### config.mk
export PLATFORM = sky130hd
export DESIGN_NAME = wb_bus_guard
export DESIGN_NICKNAME = d
export VERILOG_FILES = /design/src/rtl/wb_bus_guard.sv
export SDC_FILE = /design/constraint.sdc
export NUM_CORES = 1
export LEC_CHECK = 0
export CAP_MARGIN = 20
export CORE_AREA = 3 3 112 114
export CTS_BUF_LIST = sky130_fd_sc_hd__clkbuf_4
export CTS_CLUSTER_SIZE = 16
export DETAILED_ROUTE_END_ITERATION = 8
export DIE_AREA = 0 0 115 117
export PLACE_DENSITY = 0.77
export REMOVE_ABC_BUFFERS = 1
export SLEW_MARGIN = 20
export SYNTH_ARGS = -nofsm -noshare
export SYNTH_HDL_FRONTEND = slang
export SYNTH_SLANG_ARGS = --single-unit
### constraint.sdc
create_clock -name wb_clk_i -period 2.2 [get_ports wb_clk_i]
set_input_delay 0.55 -clock wb_clk_i [delete_from_list [all_inputs] [get_ports wb_clk_i]]
set_output_delay 0.55 -clock wb_clk_i [all_outputs]
set_load 0.03 [all_outputs]
### src/rtl/wb_bus_guard.sv
// wb_bus_guard -- Wishbone request guard between the management-core master
// and the user-project interconnect.
//
// Every request is registered. In-window requests are forwarded and bounded
// by a timeout. Out-of-window or timed-out requests get a single ack that
// carries ERR_DATA. Only one transaction is outstanding at a time.
//
// Optional build macro: WB_GUARD_STATUS_EN
//   When defined, adds saturating error and timeout counters. These are read
//   (or cleared by a write) through a local register at STATUS_ADR.
//
// Ports:
//   wb_clk_i, wb_rst_i         clock, synchronous active-high reset
//   wbs_*_i / wbs_*_o          upstream slave side (from the CPU master)
//   m_*_o / m_*_i              downstream master side (to the interconnect)
//   timeout_o                  one-cycle pulse when a forwarded access times out
module wb_bus_guard #(
  parameter logic [31:0] BASE_ADR   = 32'h3000_0000,
  parameter int          WIN_BITS   = 24,
  parameter int          TIMEOUT    = 256,
  parameter logic [31:0] ERR_DATA   = 32'hBADD_CAFE,
  parameter logic [31:0] STATUS_ADR = 32'h30FF_FFFC
) (
  input  logic        wb_clk_i,
  input  logic        wb_rst_i,
  input  logic        wbs_stb_i,
  input  logic        wbs_cyc_i,
  input  logic        wbs_we_i,
  input  logic [3:0]  wbs_sel_i,
  input  logic [31:0] wbs_dat_i,
  input  logic [31:0] wbs_adr_i,
  output logic        wbs_ack_o,
  output logic [31:0] wbs_dat_o,
  output logic        m_stb_o,
  output logic        m_cyc_o,
  output logic        m_we_o,
  output logic [3:0]  m_sel_o,
  output logic [31:0] m_dat_o,
  output logic [31:0] m_adr_o,
  input  logic        m_ack_i,
  input  logic [31:0] m_dat_i,
  output logic        timeout_o
);

  localparam int            CW   = $clog2(TIMEOUT) + 1;
  localparam logic [CW-1:0] LAST = CW'(TIMEOUT - 1);

`ifdef WB_GUARD_STATUS_EN
  localparam bit STATUS_EN = 1'b1;
`else
  localparam bit STATUS_EN = 1'b0;
`endif

  typedef enum logic [1:0] {IDLE, FWD, RESP} state_t;

  state_t        state_reg, state_next;
  logic [CW-1:0] cnt_reg, cnt_next;
  logic          ack_reg, ack_next;
  logic          to_reg, to_next;
  logic [31:0]   rdat_reg, rdat_next;
  logic          stb_reg, stb_next;
  logic          we_reg, we_next;
  logic [3:0]    sel_reg, sel_next;
  logic [31:0]   dat_reg, dat_next;
  logic [31:0]   adr_reg, adr_next;

  logic req, in_win, is_status;
  logic [31:0] status_word;

  assign req       = wbs_cyc_i & wbs_stb_i;
  assign in_win    = (wbs_adr_i[31:WIN_BITS] == BASE_ADR[31:WIN_BITS]);
  // Constant-false in the default build, so the status branch folds away.
  assign is_status = STATUS_EN && (wbs_adr_i == STATUS_ADR);

`ifdef WB_GUARD_STATUS_EN
  logic [15:0] err_cnt_reg, err_cnt_next;
  logic [15:0] to_cnt_reg, to_cnt_next;
  assign status_word = {err_cnt_reg, to_cnt_reg};

  always_ff @(posedge wb_clk_i) begin
    if (wb_rst_i) begin
      err_cnt_reg <= '0;
      to_cnt_reg  <= '0;
    end else begin
      err_cnt_reg <= err_cnt_next;
      to_cnt_reg  <= to_cnt_next;
    end
  end
`else
  assign status_word = '0;
`endif

  always_ff @(posedge wb_clk_i) begin
    if (wb_rst_i) begin
      state_reg <= IDLE;
      cnt_reg   <= '0;
      ack_reg   <= 1'b0;
      to_reg    <= 1'b0;
      rdat_reg  <= '0;
      stb_reg   <= 1'b0;
      we_reg    <= 1'b0;
      sel_reg   <= '0;
      dat_reg   <= '0;
      adr_reg   <= '0;
    end else begin
      state_reg <= state_next;
      cnt_reg   <= cnt_next;
      ack_reg   <= ack_next;
      to_reg    <= to_next;
      rdat_reg  <= rdat_next;
      stb_reg   <= stb_next;
      we_reg    <= we_next;
      sel_reg   <= sel_next;
      dat_reg   <= dat_next;
      adr_reg   <= adr_next;
    end
  end

  always_comb begin
    state_next = state_reg;
    cnt_next   = cnt_reg;
    ack_next   = 1'b0;
    to_next    = 1'b0;
    rdat_next  = rdat_reg;
    stb_next   = stb_reg;
    we_next    = we_reg;
    sel_next   = sel_reg;
    dat_next   = dat_reg;
    adr_next   = adr_reg;
`ifdef WB_GUARD_STATUS_EN
    err_cnt_next = err_cnt_reg;
    to_cnt_next  = to_cnt_reg;
`endif
    case (state_reg)
      IDLE: begin
        if (req) begin
          if (in_win && !is_status) begin
            we_next    = wbs_we_i;
            sel_next   = wbs_sel_i;
            dat_next   = wbs_dat_i;
            adr_next   = wbs_adr_i;
            stb_next   = 1'b1;
            cnt_next   = '0;
            state_next = FWD;
          end else if (in_win) begin
            // Local status register: answered without forwarding.
            rdat_next  = wbs_we_i ? 32'h0 : status_word;
            ack_next   = 1'b1;
            state_next = RESP;
`ifdef WB_GUARD_STATUS_EN
            if (wbs_we_i) begin
              err_cnt_next = '0;
              to_cnt_next  = '0;
            end
`endif
          end else begin
            rdat_next  = ERR_DATA;
            ack_next   = 1'b1;
            state_next = RESP;
`ifdef WB_GUARD_STATUS_EN
            if (err_cnt_reg != 16'hFFFF) err_cnt_next = err_cnt_reg + 16'd1;
`endif
          end
        end
      end
      FWD: begin
        // Master abort outranks a same-cycle slave ack; no response is given.
        if (!wbs_cyc_i) begin
          stb_next   = 1'b0;
          state_next = IDLE;
        end else if (m_ack_i) begin
          rdat_next  = m_dat_i;
          stb_next   = 1'b0;
          ack_next   = 1'b1;
          state_next = RESP;
        end else if (cnt_reg == LAST) begin
          rdat_next  = ERR_DATA;
          stb_next   = 1'b0;
          ack_next   = 1'b1;
          to_next    = 1'b1;
          state_next = RESP;
`ifdef WB_GUARD_STATUS_EN
          if (to_cnt_reg != 16'hFFFF) to_cnt_next = to_cnt_reg + 16'd1;
`endif
        end else begin
          cnt_next = cnt_reg + CW'(1);
        end
      end
      RESP: begin
        // Return to IDLE without sampling, so a held strobe is not re-issued.
        state_next = IDLE;
      end
      default: begin
        stb_next   = 1'b0;
        state_next = IDLE;
      end
    endcase
  end

  assign wbs_ack_o = ack_reg;
  assign wbs_dat_o = rdat_reg;
  assign m_stb_o   = stb_reg;
  assign m_cyc_o   = stb_reg;
  assign m_we_o    = we_reg;
  assign m_sel_o   = sel_reg;
  assign m_dat_o   = dat_reg;
  assign m_adr_o   = adr_reg;
  assign timeout_o = to_reg;

endmodule
==> qor.yml <==
status:
  status: "finished clean"
sta:
  worst_pin_slew_ns: 0.5039
  period_minus_slack_ns: 2.115
  fin_crit_sh_pct: 96.12
  fmax_mhz: 472.9
  drv_slew: 0
  relSlewSlack_pct: 66.40
  setup_viol: 0
  hold_viol: 0
  setup_ws_ns: 0.08540
  fin_setup_tns_ns: 0
  fin_skew_ns: 0.02165
global_route:
  grt.total_usage_pct: 17.93
  grt_antenna_before_repair: 0
  grt_start_max_net_pins: 35
  grt_first_pass_wirelength_mm: 19.24
  grt_pass1_vias: 4049
  grt_overflow_total: 0
setup_path:
  crit_chain: "and3_4, and3_4, and3_4, ha_4, nor3b_2, buf_4, nor3_2, buf_4, o31ai_4, clkbuf_16, mux2i_1"
  critPathTopFamily: "simple AND/OR/NAND/NOR gates"
  reg2regPathDepth: 11
  max_stage_delay_ns: 0.33
  reg2reg_to: "wbs_dat_o[0]"
  worst-path-max-fanout: 8
  crit_required_ns: 2.63
  crit_start: "cnt_reg[4]"
  startpoint_type: "register"
  cp.arrival_ns: 2.55
  critical_path_class: "register to register"
  worst_path_most_repeated_cell: "and3_4"
  r2r_start: "cnt_reg[4]"
  slowest_stage: "dfxtp_2"
  end_kind: "register"
  path_buf_inv: 3
  rrSetupSlack_ns: 0.09
floorplan:
  die_h_um: 117
  start_util_pct: 38.21
  ios: 211
  fp-row-count: 39
  die_w_um: 115
  die_area_sq_um: 13460
  coreArea_sq_um: 11520
power_and_ir_drop:
  finalPower_w: 0.004076
  ir_worst_vdd_v: 0.0004084
  power.density_nw_per_um2: 561.4
  p_leak_nw: 3.213
cts:
  cts.sinks: 115
  ctsRootBufferMaster: "clkbuf_4"
  clkSlewWorstSetupHoldPaths_ns: 0.10
  h-tree-depth: 4
  cts_buffer_depth: 2
  cts_setup_buffers: 0
  cts_tree: "built"
  cts_made_buffers: 17
  clk_latency_ns: 0.50
  cts_hold_buf: 0
finish:
  nets: 791
  drive_gt1_share_pct: 14.27
  final_cell_mix: "clkdlybuf4s50_1, dfxtp_1, nor2_1"
  layout_commonest_cell: "clkdlybuf4s50_1"
  n_antenna_cell: 0
  area_growth_pct: 65.00
synthesis:
  ys_seq_area_share_pct: 52.32
  post_synth.cell_area_avg_sq_um: 9.844
  async_flop_share_pct: 0
  syn_inst: 447
  synth_top_family_by_area: "simple AND/OR/NAND/NOR gates"
  synthMuxAreaShare_pct: 16.15
  ys.flop_type: "dfxtp_1"
  synth_compound_area_share_pct: 8.445
  synthXorXnorAreaFrac_pct: 0
  synth.cell_area_sq_um: 4400
  synth-simple-area-share_pct: 16.69
  synth_adder_area_share_pct: 0.5687
  synth_edf_count: 0
  yosys_register_bits: 115
  synth.distinct_cells: 38
  ys_warn_count: 0
min_path:
  hp-class: "input pin to register"
  min_from: "wb_rst_i"
  hold_end: "m_dat_o[1]"
  whs_path_depth: 2
drt:
  drt_iter0_markers: 166
  drc: 0
  viasPerCell: 4.789
  wl_mm: 12.74
  route.detailed.wl_per_inst_um: 15.22
  num_vias: 4008
  drtPass1Iterations: 4
  ant_nets: 0
placement:
  io_buffers: 210
  dp_slack_ns: -0.07745
  dp_hpwl_mm: 9.282
  place_congestion: 0.7729
job:
  max_cap_violations: 0
stage by stage:
| step | cells | area (sq um) | utilization (%) | hold slack, ns |
|---|---|---|---|---|
| finish | 837 | 7261 | 63.05 | 0.4262 |
| global route | 837 | 7261 | 63.05 | 0.3969 |
| CTS | 834 | 7059 | 61.30 | 0.3748 |
| detailed placement | 804 | 6798 | 59.03 | 0.4427 |
| global placement | 804 | 6798 | 59.03 | 0.4357 |
| floorplan | 419 | 4242 | - | 0.4489 |
report_power, final:
part / internal, W / total (W) / switching, W
Combinational: 0.000291 / 0.000499 / 0.000207
Sequential: 0.00211 / 0.00213 / 0.0000191
Clock: 0.000676 / 0.00144 / 0.000769
Yosys cell counts, types with 2 or more instances:
| cell type | instances | share of area (%) |
|---|---|---|
| nor2_1 | 89 | 7.6 |
| o21ai_0 | 6 | 0.68 |
| clkbuf_1 | 12 | 1.0 |
| buf_6 | 3 | 0.77 |
| inv_1 | 26 | 2.2 |
| mux2i_1 | 71 | 16 |
| and2_1 | 7 | 1.0 |
| nor3_1 | 3 | 0.34 |
| nor2b_1 | 3 | 0.43 |
| dfxtp_1 | 115 | 52 |
| and3_1 | 4 | 0.57 |
| buf_2 | 4 | 0.45 |
| a21oi_1 | 6 | 0.68 |
| buf_4 | 7 | 1.2 |
| nand2_1 | 15 | 1.3 |
| o31ai_1 | 2 | 0.34 |
| a211oi_1 | 23 | 3.9 |
| buf_1 | 2 | 0.17 |
| and4_1 | 2 | 0.40 |
| ha_1 | 2 | 0.57 |
| a31oi_1 | 2 | 0.28 |
| nand3_1 | 7 | 0.80 |
| nand2b_1 | 14 | 2.0 |
| a311oi_1 | 4 | 0.80 |
| or3_1 | 3 | 0.43 |
| nand4_1 | 3 | 0.43 |
worst reg2reg max path, delay by kind of cell (launching register included):
family	cells	cell delay [ns]
AND/OR/NAND/NOR	5	0.73
multiplexers	1	0.17
adder cells (fa/ha/maj)	1	0.16
AO/OA/AOI/OAI	1	0.12
buffers and inverters	3	0.55
flip-flops	1	0.33
cells by family (layout without fill, tap and decap cells):
| logic type | count (synthesis) | in the layout |
|---|---|---|
| simple gates | 155 | 155 |
| fa+ha+maj | 2 | 2 |
| flops | 115 | 115 |
| compound gates | 50 | 50 |
| buf+inv | 54 | 301 |
| mux | 71 | 71 |
worst max path at each step:
| stage | endpoint | slack [ns] | cells past startpoint |
|---|---|---|---|
| finish | wbs_dat_o[0] | 0.09 | 11 |
| global route | wbs_dat_o[0] | -0.005 | 11 |
| CTS | m_stb_o | 0.002 | 1 |
| detailed placement | wbs_dat_o[12] | -0.08 | 6 |
| global placement | wbs_dat_o[8] | -0.03 | 6 |
| floorplan | m_adr_o[24] | -2.37 | 4 |
area by class of cell:
type	count	area (sq um)
timing repair buffer	245	2442
sequential	115	2307
inverter	26	97.59
clock buffer	19	142.6
tap	143	178.9
clock inverter	11	115.1
multi-input combinational	278	1977
fill	959	4255
layer usage:
metal / share of wire (%) / track usage [%] / routed length, um / vias up
met5: 0 / 0 / 0 / -
met2: 51 / 31.29 / 6543 / 147
met4: 0.71 / 5.399 / 91 / 0
met1: 40 / 20.73 / 5109 / 1869
met3: 7.8 / 6.324 / 991 / 8
li1: - / - / - / 1984
what timing repair did:
| item | CTS | global route |
|---|---|---|
| pin swaps | 0 | 8 |
| endpoints found under the setup margin | 3 | 41 |
| gates cloned | 0 | 3 |
| resized for setup | 2 | 31 |
Note: power is estimated with default switching activity, not from simulation.
